==> src/rtl/combo_tracker.sv <==
// -----------------------------------------------------------------------------
// combo_tracker
//
// Tracks the running combo, the best combo, and per-category hit tallies
// (perfect / good / miss) for a two-lane rhythm game. All counters are kept
// as 4-digit BCD so the 7-segment drivers can use them directly. Each
// judgement goes through two register stages: decode, then update.
//
// Ports:
//   clk           system clock
//   rst           asynchronous reset, active high
//   clr           synchronous clear, active high (priority over judge_valid)
//   judge_valid   one-cycle pulse qualifying result_up / result_down
//   result_up     upper-lane judgement (00 PERFECT, 01 GOOD, 10 MISS, 11 NO_NOTE)
//   result_down   lower-lane judgement, same encoding
//   combo_bcd     current combo
//   max_combo_bcd highest combo since reset/clear
//   perfect_bcd   PERFECT lane-result tally
//   good_bcd      GOOD lane-result tally
//   miss_bcd      MISS lane-result tally
//   full_combo    1 while no MISS has been seen since reset/clear
//   combo_break   one-cycle pulse when a MISS ends a nonzero combo
// -----------------------------------------------------------------------------
module combo_tracker #(
    parameter logic [15:0] SAT_BCD = 16'h9999
) (
    input  logic        clk,
    input  logic        rst,
    input  logic        clr,
    input  logic        judge_valid,
    input  logic [1:0]  result_up,
    input  logic [1:0]  result_down,
    output logic [15:0] combo_bcd,
    output logic [15:0] max_combo_bcd,
    output logic [15:0] perfect_bcd,
    output logic [15:0] good_bcd,
    output logic [15:0] miss_bcd,
    output logic        full_combo,
    output logic        combo_break
);

    typedef enum logic [1:0] {
        RES_PERFECT = 2'b00,
        RES_GOOD    = 2'b01,
        RES_MISS    = 2'b10,
        RES_NO_NOTE = 2'b11
    } result_t;

    // Number of lanes (0..2) carrying the given judgement code.
    function automatic logic [1:0] count_code(input logic [1:0] a,
                                              input logic [1:0] b,
                                              input result_t    code);
        return {1'b0, a == code} + {1'b0, b == code};
    endfunction

    // Add 0..2 to a 4-digit BCD value with digit-wise carry. A carry out of
    // the top digit means the true result passed 9999, so hold at SAT_BCD.
    function automatic logic [15:0] bcd_add(input logic [15:0] value,
                                            input logic [1:0]  inc);
        logic [15:0] sum;
        logic [4:0]  digit;
        logic [4:0]  carry;
        carry = {3'b000, inc};
        for (int i = 0; i < 4; i++) begin
            digit = {1'b0, value[i*4 +: 4]} + carry;
            if (digit > 5'd9) begin
                digit = digit - 5'd10;
                carry = 5'd1;
            end else begin
                carry = 5'd0;
            end
            sum[i*4 +: 4] = digit[3:0];
        end
        return (carry != 5'd0) ? SAT_BCD : sum;
    endfunction

    // ---------------------------------------------------------------- decode
    logic [1:0] dec_perf;
    logic [1:0] dec_good;
    logic [1:0] dec_miss;

    always_comb begin
        // NOTE: every always_comb output is assigned on every path, so no latch is inferred.
        dec_perf = count_code(result_up, result_down, RES_PERFECT);
        dec_good = count_code(result_up, result_down, RES_GOOD);
        dec_miss = count_code(result_up, result_down, RES_MISS);
    end

    // --------------------------------------------------------------- stage 1
    logic       s1_valid;
    logic [1:0] s1_hits;
    logic [1:0] s1_perf;
    logic [1:0] s1_good;
    logic [1:0] s1_miss;
    logic       s1_any_miss;

    // NOTE: reset is asynchronous, so rst sits in the sensitivity list and is tested first.
    always_ff @(posedge clk or posedge rst) begin
        if (rst) begin
            s1_valid    <= 1'b0;
            s1_hits     <= 2'd0;
            s1_perf     <= 2'd0;
            s1_good     <= 2'd0;
            s1_miss     <= 2'd0;
            s1_any_miss <= 1'b0;
        end else if (clr) begin
            s1_valid    <= 1'b0;
            s1_hits     <= 2'd0;
            s1_perf     <= 2'd0;
            s1_good     <= 2'd0;
            s1_miss     <= 2'd0;
            s1_any_miss <= 1'b0;
        end else begin
            // NOTE: sequential state uses non-blocking assignments so every register samples pre-edge values.
            s1_valid <= judge_valid;
            if (judge_valid) begin
                s1_hits     <= dec_perf + dec_good;
                s1_perf     <= dec_perf;
                s1_good     <= dec_good;
                s1_miss     <= dec_miss;
                s1_any_miss <= (dec_miss != 2'd0);
            end
        end
    end

    // --------------------------------------------------------------- stage 2
    logic [15:0] combo_next;
    logic [15:0] max_next;

    always_comb begin
        combo_next = s1_any_miss ? 16'h0000 : bcd_add(combo_bcd, s1_hits);
        // BCD digits are ordered, so a plain unsigned compare ranks values correctly.
        max_next   = (combo_next > max_combo_bcd) ? combo_next : max_combo_bcd;
    end

    always_ff @(posedge clk or posedge rst) begin
        if (rst) begin
            combo_bcd     <= 16'h0000;
            max_combo_bcd <= 16'h0000;
            perfect_bcd   <= 16'h0000;
            good_bcd      <= 16'h0000;
            miss_bcd      <= 16'h0000;
            full_combo    <= 1'b1;
            combo_break   <= 1'b0;
        end else if (clr) begin
            // Clear also drops whatever event is sitting in stage 1.
            combo_bcd     <= 16'h0000;
            max_combo_bcd <= 16'h0000;
            perfect_bcd   <= 16'h0000;
            good_bcd      <= 16'h0000;
            miss_bcd      <= 16'h0000;
            full_combo    <= 1'b1;
            combo_break   <= 1'b0;
        end else begin
            combo_break <= 1'b0;
            if (s1_valid) begin
                combo_bcd     <= combo_next;
                max_combo_bcd <= max_next;
                perfect_bcd   <= bcd_add(perfect_bcd, s1_perf);
                good_bcd      <= bcd_add(good_bcd, s1_good);
                miss_bcd      <= bcd_add(miss_bcd, s1_miss);
                // Only a miss that ends a live combo counts as a break.
                combo_break   <= s1_any_miss && (combo_bcd != 16'h0000);
                if (s1_any_miss) begin
                    full_combo <= 1'b0;
                end
            end
        end
    end

endmodule

==> config.mk <==
export PLATFORM = sky130hd
export DESIGN_NAME = combo_tracker
export DESIGN_NICKNAME = d
export VERILOG_FILES = /design/src/rtl/combo_tracker.sv
export SDC_FILE = /design/constraint.sdc
export NUM_CORES = 1
export LEC_CHECK = 0
export ABC_CLOCK_PERIOD_IN_PS = 11700
export CAP_MARGIN = 30
export CORE_MARGIN = 2
export CORE_UTILIZATION = 45
export DETAILED_ROUTE_END_ITERATION = 12
export HOLD_SLACK_MARGIN = 0.12
export PLACE_DENSITY = 0.65
export SLEW_MARGIN = 20
export SYNTH_ARGS = -nofsm -noshare
export SYNTH_HDL_FRONTEND = slang
export SYNTH_SLANG_ARGS = --single-unit
==> constraint.sdc <==
create_clock -name clk -period 11.7 [get_ports clk]
set_input_delay 1.755 -clock clk [delete_from_list [all_inputs] [get_ports clk]]
set_output_delay 1.755 -clock clk [all_outputs]
set_load 0.005 [all_outputs]
**Word-level counts from Yosys, hierarchy flattened**

Index checks and enable logic that the tools add are counted.

- Register bits after elaboration: 92
- Output and inout port bits: 82
- Logic and storage cells: 173

- Magnitude comparators: 17
- Reduce and logical (&&, ||, !) cells: 15
- Mux-type cells: 88
- Equal/unequal tests: 4
- Add/subtract/negate cells: 36

Operators by type and width:

| cell | number |
|---|---|
| $mux 16 | 16 |
| $mux 5 | 24 |
| $gt 5x4->1 const B | 16 |
| $mux 4 | 16 |
| $sub 4x4->4 const B | 16 |
| $add 4x5->5 | 9 |
| $mux 1 | 24 |
| $add 4x2->5 | 4 |
| $reduce_bool 5->1 | 4 |
| $gt 16x16->1 | 1 |
| $mux 2 | 8 |
| $reduce_bool 16->1 | 1 |
| $add 4x1->5 | 3 |
| $reduce_bool 2->1 | 5 |
| $add 1x1->2 | 3 |
| $eq 2x1->1 const B | 2 |
| $eq 2x2->1 const B | 2 |
| $logic_not 2->1 | 2 |
| $reduce_and 2->1 | 2 |
| $add 2x2->2 | 1 |
| $logic_and 1x1->1 | 1 |

**Logic depth before layout (Yosys ltp)**

- Depth in word-level cells: 24
- Gate-level depth with buffers: 35
- Depth with buffers taken out: 34

**Worst setup path after synthesis**

No wires, ideal clock.

- Path kind: reg2reg
- Start point: reg combo_bcd[0]
- End point: reg max_combo_bcd[3]
- Stages on the path, launching flop included: 35
- Path slack: 5.077 ns
- Data arrival time: 6.491 ns
- Data required time: 11.568 ns
- Setup time: 0.132 ns
- Path through: dfrtp_1 -> ha_1 -> inv_1 -> fa_1 -> clkbuf_1 -> and3_1 -> a221oi_1 -> ha_1 -> ha_1 -> clkbuf_1 -> nor2_1 -> a21oi_1 -> o21ai_0 -> a31oi_1 -> ha_1 -> ha_1 -> clkbuf_1 -> nor2b_1 -> nor2_1 -> o21ai_0 -> a31oi_1 -> ha_1 -> ha_1 -> nand2b_1 -> a41oi_1 -> or2_2 -> and3_1 -> ha_1 -> nand4_2 -> nor4_4 -> o21ai_2 -> a31oi_4 -> buf_6 -> mux2i_1 -> nor2_1

- Cells in the longest elaborated chain, start to end: 18
- Elaborated cells between the ends (all ways): 29

RTL lines:

| what | line | text |
|---|---|---|
| start, declared | 33 | `output logic [15:0] combo_bcd,` |
| start signal, assigned | 157 | `combo_bcd <= combo_next;` |
| $add 4x2->5 (*) | 65 | `digit = {1'b0, value[i*4 +: 4]} + carry;` |
| $gt 5x4->1 | 66 | `if (digit > 5'd9) begin` |
| $mux 1 | 66 |  |
| $add 4x1->5 | 65 |  |
| $gt 5x4->1 | 66 |  |
| $mux 1 | 66 |  |
| $add 4x1->5 | 65 |  |
| $gt 5x4->1 | 66 |  |
| [2 not listed] | -- |  |
| $gt 5x4->1 | 66 |  |
| $mux 1 | 66 |  |
| $reduce_bool 5->1 | 74 | `return (carry != 5'd0) ? SAT_BCD : sum;` |
| $mux 16 (*) | 74 |  |
| $mux 16 (*) | 131 | `combo_next = s1_any_miss ? 16'h0000 : bcd_add(combo_bcd, s1_hits);` |
| $gt 16x16->1 or $mux 16 (tied branches) | 133 | `max_next = (combo_next > max_combo_bcd) ? combo_next : max_combo_bcd;` |
| $reduce_bool 2->1 (no source line) or $mux 16 (tied branches) | -- |  |
| $reduce_and 2->1 (no source line) or $mux 16 (tied branches) | -- |  |
| end signal, assigned | 158 | `max_combo_bcd <= max_next;` |
| end, declared | 34 | `output logic [15:0] max_combo_bcd,` |

Every way passes the cells marked *; elsewhere a longest branch is shown, timed or not. The select of a mux whose other input is x is not followed.
A chain may end at the register's enable or synchronous reset.

**Worst setup path after layout**

- Start point: reg combo_bcd[0]
- End point: reg max_combo_bcd[1]

Same word-level chain as after synthesis.

==> out/qor.yml <==
run_status:
  outcome: "finished clean"
cells_and_area:
  synthToLayoutAreaGrowth_pct: 19.0
  utilization: 0.543
  diodes: 0
  drive_gt1_frac: 0.0436
  layout.nets: 999
route:
  wire_per_inst_um: 16.2
  routed_wl_mm: 18.4
  vias_per_cell: 5.59
  drt_iter0_markers: 462
  antenna_left: 0
  drc: 0
  drt-pass1-iter-count: 5
  route.vias.total: 6341
yosys:
  ys_top_cells_by_area: "dfrtp_1 (32%), ha_1 (13%), nor2_1 (5.9%)"
  synth_area_per_cell_um2: 8.50
  synth_mux_area_frac: 0.0631
  syn_inst: 847
  synth_common_cells: "nor2_1 (114), dfrtp_1 (91), ha_1 (74)"
  synth_top_family_by_area: "simple AND/OR/NAND/NOR gates"
  synth.yosys.seq_area_share: 0.320
  synth-compound-area-share: 0.186
  synthesis.nets: 933
  synth_xor_xnor_area_share: 0.0316
  synth_area_mm2: 0.00720
  synth_most_common_cell: "nor2_1"
  synth_fa_ha_area_frac: 0.140
  synth_seq_cells: 92
  yosysTopAreaCell: "dfrtp_1"
  yosys.cell_types.count: 63
  synth_edf_count: 0
  yosysWarnings: 0
  ys.flop_type: "dfrtp_1"
  ys_async_sr_fraction: 1.00
  yosysTopAreaCellShare: 0.316
  yosys.area_share.simple: 0.207
setup_path:
  cp.arrival_ns: 7.76
  rr_endpoint: "max_combo_bcd[1]$_DFFE_PP0P_"
  r2r-start: "combo_bcd[0]$_DFFE_PP0P_"
  slowest_stage: "fa_1"
  worstSetupStartpointType: "flip-flop"
  worstSetupEndpoint: "max_combo_bcd[1]$_DFFE_PP0P_"
  critPathRequiredTime_ns: 11.92
  crit_fanout: 11
  crit_start: "combo_bcd[0]$_DFFE_PP0P_"
  crit_top_cell: "ha_1"
  path_class: "flip-flop to flip-flop"
  rr_worst_depth: 30
  crit_path_max_incr_delay_ns: 0.53
  worstSetupEndpointType: "flip-flop"
  ff2ff_setup_slack_ns: 4.16
floorplanning:
  rows: 46
  dieArea_mm2: 0.0170
  start_util: 0.456
  core-area_mm2: 0.0158
  fp.dieW_um: 130
  fp.dieH_um: 130
  num_io_pins: 90
cts:
  cts_buffers: 9
  cts_buffer_depth: 2
  cts_tree: "built"
  clk_latency_ns: 0.35
  htree_num_levels: 3
  hold_buffers: 0
  ctsResizeCount: 0
  cts_sinks: 92
  cts_setup_buffers: 0
  clkSlewWorstSetupHoldPaths_ns: 0.07
  cts_root_buf: "clkbuf_16"
pwr:
  vdd_drop_max_uv: 72.9
  powerDensity_mw_per_mm2: 88.8
  power_mw: 0.760
  power.leakage_nw: 3.71
placed_design:
  dp_hpwl_mm: 13.0
  io_buffer_count: 89
  place.gp.congestion: 0.893
  place_ws_ns: 4.26
sta:
  slew_viol_final: 0
  max_slew.worst_pin.slew_ns: 0.739
  slew_headroom: 0.504
  finalCriticalPeriod_ns: 7.54
  fin_skew_ns: 0.00808
  whs_ns: 0.513
  hold_viol_final: 0
  layout_setup_ws_ns: 4.16
  period_share: 0.645
  rsz0062_at_grt: "no"
  setup_viol: 0
  setup_tns_ns: 0
  fmaxAchievable_mhz: 133
grt:
  grtUsageTotal: 0.221
  overflow: 0
  antenna_found_initial: 0
  grt_pass1_wl_mm: 29.6
  grt_start_max_net_pins: 62
  grt_pass1_vias: 5777
job:
  maxCapViolations: 0
worst_hold_path:
  hp-class: "flip-flop to flip-flop"
## worst max-delay path, delay by kind of cell (launching register included)
| kind | cells | cell delay (ns) |
|---|---|---|
| compound gates | 11 | 2.41 |
| fa+ha+maj | 9 | 2.81 |
| buf+inv | 1 | 0.06 |
| flops | 1 | 0.40 |
| simple gates | 9 | 1.71 |
## flip-flops by register name (all words and copies together), names as in the netlist
register / cells
combo_bcd: 16
combo_break: 1
full_combo: 1
good_bcd: 16
max_combo_bcd: 16
miss_bcd: 16
perfect_bcd: 16
s1_any_miss: 1
s1_good: 2
s1_hits: 2
s1_miss: 2
s1_perf: 2
s1_valid: 1
## routing by layer
layer / part of all wire / GRT usage
met5: 0 / 0
met4: 0.018 / 0.0732
met3: 0.045 / 0.0342
met2: 0.45 / 0.345
met1: 0.49 / 0.316
## cell usage in the layout, fill, tap and decap left out, types with 9 or more instances in the layout
master	count
nor3_1	28
nand2_1	60
nand3_1	19
inv_1	57
clkdlybuf4s50_1	88
a211oi_1	14
mux2i_1	42
xnor2_1	24
ha_1	74
o21ai_1	9
a21oi_1	49
nand2b_1	19
clkbuf_16	9
o211ai_1	18
dfrtp_1	90
o21ai_0	34
nor2b_1	19
nor2_1	113
## area by class of cell
type                    instances  area, um2
clock buffers                  12        256
clock inverters                 4       72.6
fillers                      1499       7210
inverters                      58        220
multi-input cells             659       4520
flip-flops and latches         92       2300
well taps                     216        270
repair buffers                 93        916
## cells by family after synthesis
logic type / Yosys count
xor+xnor: 26
simple gates: 309
fa+ha+maj: 78
flops: 92
buf+inv: 96
compound gates: 201
mux: 45
## per-stage QoR
stage | cell area [um2] | cells
floorplan | 7200 | 847
global placement | 8230 | 1118
detailed placement | 8230 | 1118
CTS | 8560 | 1134
global route | 8560 | 1134
finish | 8560 | 1134
## where the power goes
| group | switching (mW) | total, mW | internal, mW |
|---|---|---|---|
| clock | 0.128 | 0.327 | 0.199 |
| sequential | 0.00945 | 0.334 | 0.325 |
| combinational | 0.0582 | 0.0994 | 0.0411 |
## worst min path at each step
| stage | startpoint | endpoint | slack (ns) | cells past startpoint |
|---|---|---|---|---|
| finish | full_combo$_DFFE_PP1P_ | full_combo$_DFFE_PP1P_ | 0.51 | 1 |
| global route | full_combo$_DFFE_PP1P_ | full_combo$_DFFE_PP1P_ | 0.53 | 1 |
| CTS | full_combo$_DFFE_PP1P_ | full_combo$_DFFE_PP1P_ | 0.52 | 1 |
| detailed placement | full_combo$_DFFE_PP1P_ | full_combo$_DFFE_PP1P_ | 0.51 | 1 |
| global placement | full_combo$_DFFE_PP1P_ | full_combo$_DFFE_PP1P_ | 0.50 | 1 |
| floorplan | s1_hits[0]$_DFFE_PP0P_ | s1_hits[0]$_DFFE_PP0P_ | 0.49 | 2 |
(Power assumes the default switching activity.)
